## src/rtl/alu_if.sv

```systemverilog
// Operand/opcode and result bundle for the registered 16-bit ALU.
// There is no handshake: the master drives operation/in1/in2 every cycle, the slave registers a result every cycle.
interface alu_if;
  logic [3:0]  operation;
  logic [15:0] in1;
  logic [15:0] in2;
  logic [15:0] rd;
  logic        carry;
  logic        eq;
  logic        neg;

  modport master (
    output operation, in1, in2,
    input  rd, carry, eq, neg
  );

  modport slave (
    input  operation, in1, in2,
    output rd, carry, eq, neg
  );
endinterface

```

## src/rtl/alu.sv

```systemverilog
// 16-bit registered integer ALU: result and carry/eq/neg flags update one clk edge after inputs are sampled.
module alu (
  input  logic  clk,
  input  logic  rst,
  alu_if.slave  bus
);
  localparam logic [3:0] OP_ADD = 4'b0001;
  localparam logic [3:0] OP_SUB = 4'b0010;
  localparam logic [3:0] OP_AND = 4'b0011;
  localparam logic [3:0] OP_OR  = 4'b0100;
  localparam logic [3:0] OP_XOR = 4'b0101;
  localparam logic [3:0] OP_NOT = 4'b0110;
  localparam logic [3:0] OP_SHL = 4'b0111;
  localparam logic [3:0] OP_SHR = 4'b1000;
  localparam logic [3:0] OP_SRA = 4'b1001;
  localparam logic [3:0] OP_ROL = 4'b1010;
  localparam logic [3:0] OP_ROR = 4'b1011;
  localparam logic [3:0] OP_MUL = 4'b1100;

  logic [3:0]  sh;
  logic [16:0] sum17;
  logic [16:0] diff17;
  logic [31:0] shl_w;
  logic [31:0] shr_w;
  logic [31:0] sra_w;
  logic [31:0] rol_w;
  logic [31:0] ror_w;
  logic [31:0] prod;
  logic [15:0] rd_next;
  logic        carry_next;

  assign sh     = bus.in2[3:0];
  assign sum17  = {1'b0, bus.in1} + {1'b0, bus.in2};
  assign diff17 = {1'b0, bus.in1} - {1'b0, bus.in2};
  assign prod   = bus.in1 * bus.in2;

  // Widened shifts keep the shifted-out bit in a fixed position (bit 16 or bit 15),
  // which also yields carry=0 for a shift amount of zero.
  assign shl_w = {16'h0000, bus.in1} << sh;
  assign shr_w = {bus.in1, 16'h0000} >> sh;
  assign sra_w = $signed({bus.in1, 16'h0000}) >>> sh;
  assign rol_w = {bus.in1, bus.in1} << sh;
  assign ror_w = {bus.in1, bus.in1} >> sh;

  always_comb begin
    rd_next    = 16'h0000;
    carry_next = 1'b0;
    case (bus.operation)
      OP_ADD: {carry_next, rd_next} = sum17;
      OP_SUB: {carry_next, rd_next} = diff17;
      OP_AND: rd_next = bus.in1 & bus.in2;
      OP_OR:  rd_next = bus.in1 | bus.in2;
      OP_XOR: rd_next = bus.in1 ^ bus.in2;
      OP_NOT: rd_next = ~bus.in1;
      OP_SHL: begin
        rd_next    = shl_w[15:0];
        carry_next = shl_w[16];
      end
      OP_SHR: begin
        rd_next    = shr_w[31:16];
        carry_next = shr_w[15];
      end
      OP_SRA: begin
        rd_next    = sra_w[31:16];
        carry_next = sra_w[15];
      end
      OP_ROL: begin
        rd_next    = rol_w[31:16];
        carry_next = (sh != 4'd0) & rol_w[16];
      end
      OP_ROR: begin
        rd_next    = ror_w[15:0];
        carry_next = (sh != 4'd0) & ror_w[15];
      end
      OP_MUL: begin
        rd_next    = prod[15:0];
        carry_next = |prod[31:16];
      end
      default: begin
        rd_next    = 16'h0000;
        carry_next = 1'b0;
      end
    endcase
  end

  always_ff @(posedge clk) begin
    if (rst) begin
      bus.rd    <= 16'h0000;
      bus.carry <= 1'b0;
      bus.eq    <= 1'b0;
      bus.neg   <= 1'b0;
    end else begin
      bus.rd    <= rd_next;
      bus.carry <= carry_next;
      bus.eq    <= (bus.in1 == bus.in2);
      bus.neg   <= rd_next[15];
    end
  end
endmodule

```

## src/flat_wrapper.sv

```systemverilog
// flat-port wrapper written by rule: the top's interface ports become plain ports
module alu_flat 
  (clk, rst, bus_operation, bus_in1, bus_in2, bus_rd, bus_carry, bus_eq, bus_neg);
  alu_if bus_i ();
  input  logic clk;
  input  logic rst;
  input wire logic [$bits(bus_i.operation)-1:0] bus_operation;
  input wire logic [$bits(bus_i.in1)-1:0] bus_in1;
  input wire logic [$bits(bus_i.in2)-1:0] bus_in2;
  output wire logic [$bits(bus_i.rd)-1:0] bus_rd;
  output wire logic [$bits(bus_i.carry)-1:0] bus_carry;
  output wire logic [$bits(bus_i.eq)-1:0] bus_eq;
  output wire logic [$bits(bus_i.neg)-1:0] bus_neg;
  assign bus_i.operation = bus_operation;
  assign bus_i.in1 = bus_in1;
  assign bus_i.in2 = bus_in2;
  assign bus_rd = bus_i.rd;
  assign bus_carry = bus_i.carry;
  assign bus_eq = bus_i.eq;
  assign bus_neg = bus_i.neg;
  alu u_core (.clk(clk), .rst(rst), .bus(bus_i));
endmodule
```

## config.mk

```make
export PLATFORM = sky130hd
export DESIGN_NAME = alu_flat
export DESIGN_NICKNAME = d
export VERILOG_FILES = /design/src/rtl/alu_if.sv /design/src/rtl/alu.sv /design/src/flat_wrapper.sv
export SDC_FILE = /design/constraint.sdc
export NUM_CORES = 1
export LEC_CHECK = 0
export ABC_AREA = 1
export BUFFER_PORTS_ARGS = -buffer_cell sky130_fd_sc_hd__clkbuf_2
export CORE_MARGIN = 3
export CORE_UTILIZATION = 45
export CTS_CLUSTER_DIAMETER = 120
export DETAILED_ROUTE_END_ITERATION = 8
export SKIP_CTS_REPAIR_TIMING = 1
export SYNTH_ARGS = -nofsm -noshare
export SYNTH_HDL_FRONTEND = slang
export SYNTH_SLANG_ARGS = --single-unit
```

## constraint.sdc

```tcl
create_clock -name clk -period 10.22 [get_ports clk]
set_input_delay 2.044 -clock clk [delete_from_list [all_inputs] [get_ports clk]]
set_output_delay 2.044 -clock clk [all_outputs]
set_load 0.01 [all_outputs]
```

# [Word level (Yosys, flattened, before mapping)]
# Index checks and enable logic that the tools add are counted.
[classes] addsub=2 n_mul=1 div=0 order_cmp=0 n_eq_ne=13 n_shift=5 n_mux=2 bitwise=6 n_reduce_logical=2
[op_table] operator="$pmux W16 S12" count=1
[op_table] operator="$mul A16 B16 Y32" count=1
[op_table] operator="$shl A32 B4 Y32" count=1
[op_table] operator="$shr A32 B4 Y16" count=1
[op_table] operator="$shr A32 B4 Y32" count=1
[op_table] operator="$sshr A32 B4 Y32" count=1
[op_table] operator="$eq A4 B4 Y1 const B" count=5
[op_table] operator="$add A16 B16 Y17" count=1
[op_table] operator="$shl A16 B4 Y17" count=1
[op_table] operator="$sub A16 B16 Y17" count=1
[op_table] operator="$and A16 B16 Y16" count=1
[op_table] operator="$eq A16 B16 Y1" count=1
[op_table] operator="$eq A4 B3 Y1 const B" count=4
[op_table] operator="$not A16 Y16" count=1
[op_table] operator="$or A16 B16 Y16" count=1
[op_table] operator="$reduce_or A16 Y1" count=1
[op_table] operator="$xor A16 B16 Y16" count=1
[op_table] operator="$eq A4 B2 Y1 const B" count=2
[op_table] operator="$pmux W1 S8" count=1
[op_table] operator="$eq A4 B1 Y1 const B" count=1
[op_table] operator="$reduce_bool A4 Y1" count=1
[op_table] operator="$and A1 B1 Y1" count=2
[totals] reg_bits=19 latchBits=0 ram_bits=0 mem_bits_ro=0 inputBits=38 out_inout_bits=19 word_cells=35 mem_count=0

# [Longest topological paths before layout]
# Gate-level depths: netlist of run 1.
[logic_depth] word_depth=3 mapped_depth=33 ltp_nobuf=31

# [Worst setup path before layout of run 1]
# Ideal clock, no wire load.
[synth_path] path_kind="input -> register" start="input port bus_in2[2]" end="register u_core.bus.carry" setup_ns=0.131 arrival_time_ns=7.508 required_time_ns=10.089 path_slack_ns=2.581 cell_stages=29 n_path_buf=4 cell_sequence="buf_2 buf_2 buf_1 clkbuf_1 nand2_1 fa_1 fa_1 fa_1 fa_1 inv_1 fa_1 inv_1 fa_1 inv_1 ha_1 nand2_1 inv_1 a21oi_1 nand3_1 nand3_1 nand2_1 nand2_1 nand2_1 nor2_1 nand2_1 nor2_1 nand2_1 nand2_1 a21oi_2"
[synth_via] elab_chain_cells=3 elab_cells_between_ends=13 cone_classes="add/sub: 2; mul: 1; shift: 5; mux: 1; bitwise: 2; reduce/logical: 2"
[synth_lines] element="from (decl)" line="flat_wrapper.sv:9" rtl="input wire logic [$bits(bus_i.in2)-1:0] bus_in2;"
[synth_lines] element="$mul A16 B16 Y32 (tied with other cells)" line="alu.sv:35" rtl="assign prod = bus.in1 * bus.in2;"
[synth_lines] element="$reduce_or A16 Y1 (tied with other cells)" line="alu.sv:77" rtl="carry_next = |prod[31:16];"
[synth_lines] element="$pmux W1 S8 *" line="alu.sv:48" rtl="case (bus.operation)"
[synth_lines] element="to (signal assigned)" line="alu.sv:94" rtl="bus.carry <= carry_next;"
[synth_lines] element="to (decl)" line="alu_if.sv:19" rtl="output rd, carry, eq, neg"
# Mark *: on every way between the ends. The rest lies on a longest branch, timed or not.
# A chain may end at the register's enable or synchronous reset.

# [Worst setup path after layout of run 1]
[layout_path] start="input port bus_in1[5]" end="register u_core.bus.rd[12]"
[layout_via] elab_chain_cells=2 elab_cells_between_ends=9 cone_classes="add/sub: 2; mul: 1; shift: 5; mux: 1"
[layout_lines] element="from (decl)" line="flat_wrapper.sv:8" rtl="input wire logic [$bits(bus_i.in1)-1:0] bus_in1;"
[layout_lines] element="$mul A16 B16 Y32 (tied with other cells)" line="alu.sv:35"
[layout_lines] element="$pmux W16 S12 *" line="alu.sv:48"
[layout_lines] element="to (signal assigned)" line="alu.sv:93" rtl="bus.rd <= rd_next;"
[layout_lines] element="to (decl)" line="alu_if.sv:19"
# Marks and branches as above.

==> load_flow_metrics.sql, run 1 <==
INSERT INTO impl_metrics (metric_group, metric, value, unit) VALUES
('floorplanning', 'die_area', '34620', 'um2'),
('drt', 'drt_total_wl', '54.11', 'mm'),
('floorplanning', 'die_w', '186.1', 'um'),
('synthesis', 'ys_seq_area_share', '2.470', '%'),
('global_routing', 'grt_pass1_vias', '13910', ''),
('finish', 'final_layout_size_suffix_gt1_share', '4.478', '%'),
('floorplanning', 'core_area', '31720', 'um2'),
('synthesis', 'synth_edf_count', '0', ''),
('cts', 'cts_tree', 'built', ''),
('drt', 'routedWlPerCell', '20.01', 'um'),
('power', 'ir_drop', '0.2804', 'mV'),
('global_routing', 'antenna_violations_before_repair', '2', ''),
('floorplanning', 'row_count', '65', ''),
('drt', 'vias_per_cell', '5.483', ''),
('min_path', 'hp-class', 'in2reg', ''),
('critical_path', 'critical_path.max_fanout', '20', ''),
('power', 'power.density', '299.1', 'nW/um2'),
('floorplanning', 'floorplan.initialDensity', '46.00', '%'),
('critical_path', 'critPathArrivalTime', '8070', 'ps'),
('global_routing', 'global_router_s_overall_resource_usage', '31.41', '%'),
('cts', 'cts-htree-levels', '1', ''),
('timing', 'smallest_hold_slack', '2250', 'ps'),
('power', 'total_switching_power', '2.861', 'mW'),
('synthesis', 'mappedNetlistNets', '2723', ''),
('synthesis', 'post_synth_instance_area', '14590', 'um2'),
('timing', 'tightestPinTransition', '1050', 'ps'),
('cts', 'numCtsBuffers', '3', ''),
('min_path', 'hold_path_depth', '4', ''),
('placement', 'place.port_buffers', '56', ''),
('finish', 'final_common_cell', 'nand2_1', ''),
('timing', 'fmax', '126.0', 'MHz'),
('drt', 'drc', '0', ''),
('drt', 'ant_nets', '0', ''),
('placement', 'placement.cell_area', '14970', 'um2'),
('critical_path', 'timing_worst_setup_path_type', 'in2reg', ''),
('power', 'pwr-share-seq', '1.9', '%'),
('floorplanning', 'chipHeight', '186.1', 'um'),
('finish', 'finish.cell_count_without_fillers', '2705', ''),
('placement', 'place_congestion', '1.022', ''),
('synthesis', 'yosys_warnings', '0', ''),
('drt', 'detail_route.iter0.violations', '1747', ''),
('cts', 'cts.clk_slew.worst_paths', '60', 'ps'),
('drt', 'detailroute.via_count', '14830', ''),
('global_routing', 'use_met1', '44.77', '%'),
('min_path', 'worstHoldEndpoint', 'u_core.bus.rd[0]', ''),
('synthesis', 'synth_cell_types', '53', ''),
('cts', 'cts.path.max_buffers', '2', ''),
('synthesis', 'synth_cells', '2336', ''),
('power', 'swShare', '63.49', '%'),
('power', 'internal_power', '1.645', 'mW'),
('cts', 'cts-root-buf', 'clkbuf_16', ''),
('timing', 'report.final.hold_viol_count', '0', ''),
('synthesis', 'synth.ff_latch_count', '18', ''),
('global_routing', 'grt_busiest_layer', 'met2', ''),
('power', 'report.power.total', '4.507', 'mW'),
('placement', 'dpl.cell_count', '2698', ''),
('job', 'cap_violations', '0', ''),
('timing', 'summed_negative_setup_slack_over_all_endpoints', '0', 'ps'),
('floorplanning', 'num_io_pins', '57', ''),
('timing', 'timing.final.max_slew_violations', '0', ''),
('timing', 'final_critical_path_share_of_the_clock_period', '77.68', '%'),
('synthesis', 'async_flop_share', '0', '%'),
('global_routing', 'grt_pass1_wl', '82.40', 'mm'),
('timing', 'slew_headroom', '29.77', '%'),
('global_routing', 'global_route.usage.met2', '47.38', '%'),
('placement', 'detailed_placement_wirelength_estimate', '44.73', 'mm'),
('power', 'power_frac_clock', '2.0', '%'),
('run_status', 'outcome', 'finished, final reports clean', ''),
('synthesis', 'synthFlopType', 'dfxtp_1', ''),
('global_routing', 'grt_use_met3', '6.801', '%'),
('min_path', 'hold_path.startpoint', 'bus_operation[2]', '');
[power groups by stage]
stage | Sequential (mW) | Combinational [mW] | Clock, mW
2_1_floorplan | 0.0894 | 3.24 | 0
3_3_place_gp | 0.0874 | 4.28 | 0
3_5_place_dp | 0.0872 | 4.29 | 0
4_1_cts | 0.0860 | 4.32 | 0.0913
5_1_grt | 0.0869 | 5.01 | 0.0929
6_report | 0.0859 | 4.33 | 0.0917
[worst max-delay path, stage by stage]
cell      delay (ps)
clkbuf_2         330
ha_1             410
fa_1             550
inv_1             60
fa_1             390
fa_1             510
fa_1             550
inv_1             50
fa_1             470
inv_1             50
fa_1             470
inv_1             40
ha_1             320
nand2_1          180
inv_1             70
a21oi_1          200
nand3_1          230
o21ai_0          480
o21ai_0          200
nor2_1           170
nand2_1           90
nor2_1           140
nor2_1            60
[per-stage QoR]
stage                     utilization, %  setup slack, ps
after CTS                          47.48             2327
final                              47.51             2281
after global routing               47.50             1965
after global placement             47.20             2122
after floorplan                        -             2581
after detailed placement           47.20             2056
[Yosys cell counts (4+ instances only)]
| library cell | count | share of area [%] |
|---|---|---|
| nor2_1 | 139 | 3.6 |
| nand2_2 | 5 | 0.21 |
| dfxtp_1 | 18 | 2.5 |
| nand3_1 | 75 | 2.6 |
| o22ai_1 | 19 | 0.81 |
| inv_2 | 4 | 0.10 |
| buf_2 | 33 | 1.1 |
| o21ai_1 | 27 | 0.93 |
| o21bai_1 | 5 | 0.26 |
| clkbuf_1 | 59 | 1.5 |
| o21ai_0 | 98 | 3.4 |
| o21ai_2 | 5 | 0.30 |
| buf_1 | 9 | 0.23 |
| ha_1 | 153 | 13 |
| buf_4 | 4 | 0.21 |
| nand4_1 | 10 | 0.43 |
| or2_2 | 7 | 0.30 |
| o2111ai_1 | 4 | 0.24 |
| fa_1 | 196 | 27 |
| a211oi_1 | 9 | 0.46 |
| a21oi_1 | 99 | 3.4 |
| o211ai_1 | 11 | 0.57 |
| mux2i_1 | 4 | 0.27 |
| nor3_1 | 23 | 0.79 |
| a21oi_2 | 4 | 0.24 |
| nand3b_1 | 13 | 0.67 |
| inv_1 | 522 | 13 |
| nand2_1 | 735 | 19 |
[cell families (layout without fill, tap and decap cells)]
kind of cell | after synthesis | in the layout | share of synthesized area (%)
adder cells (fa/ha/maj) | 349 | 349 | 40.02
XOR/XNOR | 5 | 5 | 0.3002
flip-flops | 18 | 18 | 2.470
multiplexers | 4 | 4 | 0.2745
buffers and inverters | 636 | 600 | 16.97
AO/OA/AOI/OAI | 305 | 305 | 11.94
other | 0 | 3 | 0
AND/OR/NAND/NOR | 1019 | 1019 | 28.03
[state kept, by name, indices dropped and copies added (netlist names)]
signal,flops
u_core.bus.rd,15
u_core.bus.eq,1
u_core.bus.neg,1
u_core.bus.carry,1
[layout make-up]
type	instances	area [um2]
diodes	3	7.507
clock buffers	4	88.84
multi-input cells	1682	11750
fillers	3453	16650
flip-flops and latches	18	360.3
repair buffers	69	377.9
well taps	402	503.0
inverters	527	1978
[routing by layer]
metal  routed length [um]  vias up  part of all wire [%]
met5                    0        -                     0
met4                 2246        0                   4.2
met3                 5446      103                    10
met2                23300      671                    43
met1                23130     7074                    43
li1                     -     6984                     -
[worst max-delay path by stage]
stage               depth (start not counted)                end       start  slack, ps
floorplan                                  29   u_core.bus.carry  bus_in2[2]       2580
CTS                                        23  u_core.bus.rd[12]  bus_in1[5]       2330
finish                                     23  u_core.bus.rd[12]  bus_in1[5]       2280
global placement                           23  u_core.bus.rd[12]  bus_in1[5]       2120
global route                               23  u_core.bus.rd[12]  bus_in1[5]       1960
detailed placement                         23  u_core.bus.rd[12]  bus_in1[5]       2060
Note: power is estimated with default switching activity, not from simulation.
==> run 2, diff against run 1 <==
ABC_AREA = 0   (was 1)
clock period = 6.5 ns   (was 10.22 ns; I/O delays follow)
==> load_flow_metrics.sql, run 2 <==
INSERT INTO impl_metrics (metric_group, metric, value, unit) VALUES
('run_status', 'outcome', 'finished, violations left', ''),
('run_status', 'violations', 'setup timing', ''),
('synthesis', 'synth.ff_latch_count', '18', ''),
('critical_path', 'cp-endpoint', 'u_core.bus.carry', ''),
('finish', 'finish.cell_count_without_fillers', '2310', ''),
('critical_path', 'crit_path_end_kind', 'flip-flop', ''),
('power', 'ir_drop', '1.102', 'mV'),
('synthesis', 'synthFlopType', 'dfxtp_1', ''),
('drt', 'detail_route.iter0.violations', '1549', ''),
('cts', 'cts-htree-levels', '1', ''),
('finish', 'largest_register_ffs', '15', ''),
('synthesis', 'ys_seq_area_share', '2.807', '%'),
('floorplanning', 'num_io_pins', '57', ''),
('placement', 'place_congestion', '1.043', ''),
('timing', 'summed_negative_setup_slack_over_all_endpoints', '-109.5', 'ps'),
('finish', 'most-common-layout-cells', '240 x buf_4, 235 x inv_1, 229 x nand2_1', ''),
('timing', 'grt_setup_unrepaired', 'true', ''),
('drt', 'ant_nets', '0', ''),
('synthesis', 'async_flop_share', '0', '%'),
('critical_path', 'cp_num_cells', '25', ''),
('finish', 'finalCoreUtilization', '56.92', '%'),
('global_routing', 'grt_overflow', '0', ''),
('critical_path', 'critPathArrivalTime', '6790', 'ps'),
('job', 'cap_violations', '0', ''),
('drt', 'vias_per_cell', '5.888', ''),
('floorplanning', 'floorplan.initialDensity', '45.96', '%'),
('global_routing', 'grt_max_degree', '46', ''),
('drt', 'drc', '0', ''),
('global_routing', 'global_router_s_overall_resource_usage', '33.69', '%'),
('cts', 'cts.clk_slew.worst_paths', '90', 'ps'),
('drt', 'detailroute.via_count', '13600', ''),
('synthesis', 'synth_top_area_share', '30.56', '%'),
('critical_path', 'timing.critical_path.required', '6680', 'ps'),
('synthesis', 'avgSynthCellArea', '7.530', 'um2'),
('timing', 'report.final.hold_viol_count', '0', ''),
('cts', 'cts.path.max_buffers', '2', ''),
('cts', 'cts-root-buf', 'clkbuf_16', ''),
('timing', 'post-route-min-period', '6610', 'ps'),
('synthesis', 'synth.most_common_cell', 'inv_1', ''),
('synthesis', 'synthDominantAreaCellType', 'fa_1', ''),
('floorplanning', 'chipHeight', '174.9', 'um'),
('global_routing', 'grt_pass1_wl', '79.30', 'mm'),
('critical_path', 'worst_setup_path_startpoint', 'bus_in2[4]', ''),
('drt', 'first_pass_iters', '6', ''),
('finish', 'diodes', '0', ''),
('finish', 'final_layout_size_suffix_gt1_share', '21.95', '%'),
('cts', 'cts_tree', 'built', ''),
('cts', 'cts_sinks', '18', ''),
('drt', 'drt_total_wl', '51.75', 'mm'),
('floorplanning', 'row_count', '61', ''),
('power', 'p_leak', '7.631', 'nW'),
('synthesis', 'yosys_warnings', '0', ''),
('timing', 'tightestPinTransition', '989.4', 'ps'),
('floorplanning', 'die_w', '174.9', 'um'),
('placement', 'dpl.cell_count', '2288', ''),
('global_routing', 'antenna_violations_before_repair', '2', ''),
('synthesis', 'synth_top_cells_by_count', '242 x inv_1, 237 x nand2_1, 215 x nor2_1', ''),
('synthesis', 'mappedNetlistNets', '2092', ''),
('floorplanning', 'die_area', '30590', 'um2'),
('timing', 'total_setup_violations_reported_at_the_end_of_the_flow', '1', ''),
('finish', 'final_common_cell', 'buf_4', ''),
('synthesis', 'synth_cell_types', '74', ''),
('timing', 'final_critical_path_share_of_the_clock_period', '101.7', '%'),
('cts', 'numCtsBuffers', '3', ''),
('global_routing', 'grt_pass1_vias', '13550', ''),
('min_path', 'hp-class', 'in2reg', ''),
('synthesis', 'synth.area.top_cells', 'fa_1 31%, ha_1 15%, inv_1 7.1%', ''),
('floorplanning', 'core_area', '27930', 'um2'),
('critical_path', 'critical_path_s_slowest_cell', 'fa_1', ''),
('finish', 'final.fill_count', '2770', ''),
('critical_path', 'critical_path.max_stage_delay', '530', 'ps'),
('power', 'power.density', '644.2', 'nW/um2'),
('timing', 'smallest_hold_slack', '1515', 'ps'),
('placement', 'detailed_placement_wirelength_estimate', '43.95', 'mm'),
('finish', 'area.growth.synth_to_final', '23.86', '%'),
('timing', 'postLayoutSetupSlackWorst', '-109.5', 'ps'),
('drt', 'routedWlPerCell', '22.40', 'um'),
('synthesis', 'post_synth_instance_area', '12840', 'um2'),
('synthesis', 'synth_edf_count', '0', ''),
('finish', 'nNetsFinal', '2320', ''),
('timing', 'slew_headroom', '33.20', '%'),
('synthesis', 'synth_cells', '1705', ''),
('critical_path', 'worst_path_buffer_plus_inverter_count', '7', ''),
('placement', 'placement.cell_area', '15300', 'um2'),
('timing', 'fmax', '151.3', 'MHz'),
('timing', 'timing.final.max_slew_violations', '0', ''),
('critical_path', 'timing_worst_setup_path_type', 'in2reg', ''),
('critical_path', 'start_kind', 'primary input', ''),
('critical_path', 'cpLargestDelayFamily', 'adder cells', ''),
('critical_path', 'crit_top_cell', 'fa_1', ''),
('power', 'report.power.total', '10.24', 'mW'),
('critical_path', 'critical_path.max_fanout', '5', ''),
('placement', 'place_ws', '-588.8', 'ps'),
('placement', 'place.port_buffers', '56', ''),
('finish', 'top_register', 'u_core.bus.rd', ''),
('finish', 'final_area', '15900', 'um2');
-- run 2: changes by cell type in the layout (fill, tap and decap cells not counted), sizes merged, moves of 17 or more --
cell,delta
mux2i,+17
a31oi,+17
nand2,-503
buf,+262
nand3,-56
o21ai,-45
nor2,+74
inv,-279
-- run 2: worst min path at each step --
stage / startpoint / slack (ps) / cells past startpoint / endpoint
floorplan: rst / 1450 / 2 / u_core.bus.carry
finish: rst / 1510 / 3 / u_core.bus.carry
global route: rst / 1500 / 3 / u_core.bus.carry
CTS: rst / 1500 / 4 / u_core.bus.eq
detailed placement: u_core.bus.rd[1] / 1690 / 1 / bus_rd[1]
global placement: u_core.bus.rd[6] / 1690 / 1 / bus_rd[6]
-- run 2: worst min-delay path: stages --
cell and delay (ps):
clkbuf_2 200, a21oi_1 130, o31a_1 120
-- run 2: metal layers --
layer  wire length [um]  global-route usage [%]  up-vias  share of wire (%)
li1                   -                       -     6105                  -
met1              21470                   47.17     6666                 41
met2              22810                   52.08      689                 44
met3               4747                   5.671      137                9.2
met4               2694                   13.43        4                5.2
met5                 27                       0        -              0.052
-- run 2: cell type report --
cell class	instances	area (um2)	share of cell area [%]
well taps	378	473.0	2.974
multi-input cells	1331	11440	71.92
clock buffers	4	88.84	0.5587
inverters	261	1016	6.389
repair buffers	318	2527	15.89
flip-flops and latches	18	360.3	2.266
-- run 2: power breakdown --
group          internal [mW]  switching, mW  total (mW)
sequential             0.125        0.00586       0.130
clock                 0.0949         0.0724       0.167
combinational           4.71           5.23        9.95
total                   4.93           5.31        10.2
-- run 2: kinds of logic after synthesis --
| group | after synthesis | share of synthesized area, % |
|---|---|---|
| simple gates | 543 | 17.40 |
| compound gates | 384 | 19.45 |
| buf+inv | 356 | 10.65 |
| flops | 18 | 2.807 |
| fa+ha+maj | 349 | 45.47 |
| xor+xnor | 25 | 1.705 |
| mux | 30 | 2.514 |
==> run 3, diff against run 2 <==
ABC_AREA = 1   (was 0)
==> load_flow_metrics.sql, run 3 (same netlist as run 1, synthesis figures left out) <==
INSERT INTO impl_metrics (metric_group, metric, value, unit) VALUES
('run_status', 'outcome', 'finished, final reports clean', ''),
('floorplanning', 'num_io_pins', '57', ''),
('finish', 'top_register', 'u_core.bus.rd', ''),
('placement', 'dpl.cell_count', '2879', ''),
('timing', 'slew_headroom', '33.52', '%'),
('cts', 'cts.clk_slew.worst_paths', '70', 'ps'),
('floorplanning', 'core_area', '31720', 'um2'),
('timing', 'post-route-min-period', '6346', 'ps'),
('drt', 'routedWlPerCell', '19.47', 'um'),
('min_path', 'hold_path.startpoint', 'bus_operation[2]', ''),
('placement', 'place.port_buffers', '56', ''),
('timing', 'tightestPinTransition', '993.5', 'ps'),
('drt', 'first_pass_iters', '6', ''),
('finish', 'final_layout_size_suffix_gt1_share', '14.64', '%'),
('critical_path', 'crit_path_end_kind', 'flip-flop', ''),
('cts', 'cts_tree', 'built', ''),
('timing', 'report.final.hold_viol_count', '0', ''),
('finish', 'final_common_cell', 'nand2_1', ''),
('cts', 'cts-root-buf', 'clkbuf_16', ''),
('min_path', 'hp-class', 'in2reg', ''),
('finish', 'largest_register_ffs', '15', ''),
('finish', 'diodes', '0', ''),
('timing', 'total_setup_violations_reported_at_the_end_of_the_flow', '0', ''),
('finish', 'area.growth.synth_to_final', '16.49', '%'),
('power', 'report.power.total', '10.34', 'mW'),
('min_path', 'worstHoldEndpoint', 'u_core.bus.rd[0]', ''),
('drt', 'drt_total_wl', '56.26', 'mm'),
('drt', 'vias_per_cell', '5.366', ''),
('global_routing', 'global_router_s_overall_resource_usage', '32.20', '%'),
('job', 'cap_violations', '0', ''),
('placement', 'place_ws', '-717.9', 'ps'),
('placement', 'detailed_placement_wirelength_estimate', '47.54', 'mm'),
('finish', 'nNetsFinal', '2875', ''),
('floorplanning', 'die_w', '186.1', 'um'),
('timing', 'postLayoutSetupSlackWorst', '153.9', 'ps'),
('global_routing', 'antenna_violations_before_repair', '1', ''),
('min_path', 'hold_path_depth', '4', ''),
('finish', 'most-common-layout-cells', '712 x nand2_1, 516 x inv_1, 195 x buf_4', ''),
('floorplanning', 'floorplan.initialDensity', '46.00', '%'),
('floorplanning', 'chipHeight', '186.1', 'um'),
('cts', 'cts.path.max_buffers', '2', ''),
('drt', 'detail_route.iter0.violations', '1418', ''),
('cts', 'cts-htree-levels', '1', ''),
('timing', 'timing.final.max_slew_violations', '0', ''),
('critical_path', 'timing.critical_path.required', '6640', 'ps'),
('critical_path', 'start_kind', 'primary input', ''),
('finish', 'finish.cell_count_without_fillers', '2889', ''),
('drt', 'drc', '0', ''),
('critical_path', 'critPathArrivalTime', '6490', 'ps'),
('finish', 'final.fill_count', '3283', ''),
('power', 'p_leak', '9.787', 'nW'),
('cts', 'numCtsBuffers', '3', ''),
('power', 'power.density', '608.5', 'nW/um2'),
('drt', 'ant_nets', '0', ''),
('timing', 'summed_negative_setup_slack_over_all_endpoints', '0', 'ps'),
('cts', 'cts_sinks', '18', ''),
('floorplanning', 'die_area', '34620', 'um2'),
('critical_path', 'critical_path.max_fanout', '5', ''),
('global_routing', 'grt_max_degree', '54', ''),
('placement', 'place_congestion', '1.045', ''),
('critical_path', 'timing_worst_setup_path_type', 'in2reg', ''),
('global_routing', 'grt_pass1_wl', '84.23', 'mm'),
('power', 'ir_drop', '0.6449', 'mV'),
('floorplanning', 'row_count', '65', ''),
('timing', 'final_critical_path_share_of_the_clock_period', '97.63', '%'),
('drt', 'detailroute.via_count', '15500', ''),
('global_routing', 'grt_overflow', '0', ''),
('timing', 'fmax', '157.6', 'MHz'),
('global_routing', 'grt_pass1_vias', '14750', '');
==> run 3: cell types whose count changed in the layout (fill, tap and decap cells not counted), sizes merged, moves of 12 or more <==
cell / change
a31oi: -17
buf: -58
inv: +279
mux2i: -17
nand2: +503
nand3: +56
nand3b: +12
nor2: -74
o21ai: +45
xnor2: -13
==> run 3: routing by layer <==
layer / part of all wire [%] / global-route usage [%] / vias to the layer above
met2: 43 / 48.78 / 673
met1: 43 / 45.02 / 7344
met4: 4.8 / 12.99 / 2
met3: 9.0 / 6.586 / 120
li1: - / - / 7364
met5: 0.030 / 0 / -
==> run 3: through the flow <==
| step | instance area [um2] | hold WS [ps] | utilization, % |
|---|---|---|---|
| 2_1_floorplan | 14630 | 1369 | - |
| 3_3_place_gp | 16410 | 1687 | 51.75 |
| 3_5_place_dp | 16410 | 1688 | 51.75 |
| 4_1_cts | 16500 | 1530 | 52.03 |
| 5_1_grt | 17000 | 1562 | 53.58 |
| 6_report | 17000 | 1558 | 53.58 |
==> run 3: worst max-delay path by stage <==
stage | cells after the start | startpoint | endpoint | slack, ps
after global placement | 24 | bus_in1[12] | u_core.bus.rd[14] | -710
after CTS | 24 | bus_in1[12] | u_core.bus.rd[14] | -440
after detailed placement | 24 | bus_in1[12] | u_core.bus.rd[14] | -720
after floorplan | 29 | bus_in2[2] | u_core.bus.carry | 20
final | 27 | bus_in1[6] | u_core.bus.rd[13] | 150
after global routing | 27 | bus_in2[2] | u_core.bus.carry | -60
==> run 3: worst max-delay path, cell delays in order <==
cell      delay (ps)
clkbuf_4         160
buf_6            130
buf_4            120
nand2_1           60
fa_1             490
fa_2             580
inv_1             40
ha_1             190
fa_1             490
fa_1             550
inv_1             50
fa_1             470
inv_1             60
ha_4             280
nand2_2           60
buf_4            140
nor2_4           120
nand3_1           80
nand3b_1         260
a21oi_1          110
o21ai_1          100
buf_4            150
nand2_2           60
nor2_2           140
nand2_1          100
nor2_2           130
nor2_1            50
==> run 3: final cells by class <==
| cell class | instances | area, um2 | area share, % |
|---|---|---|---|
| clock buffers | 4 | 88.84 | 0.5227 |
| inverters | 527 | 1978 | 11.64 |
| multi-input cells | 1682 | 12130 | 71.38 |
| flip-flops and latches | 18 | 360.3 | 2.120 |
| well taps | 402 | 503.0 | 2.960 |
| repair buffers | 256 | 1933 | 11.37 |
==> run 3: report_power, final <==
part           internal, mW  switching [mW]
combinational          4.44            5.61
sequential            0.126         0.00739
clock                0.0946          0.0644
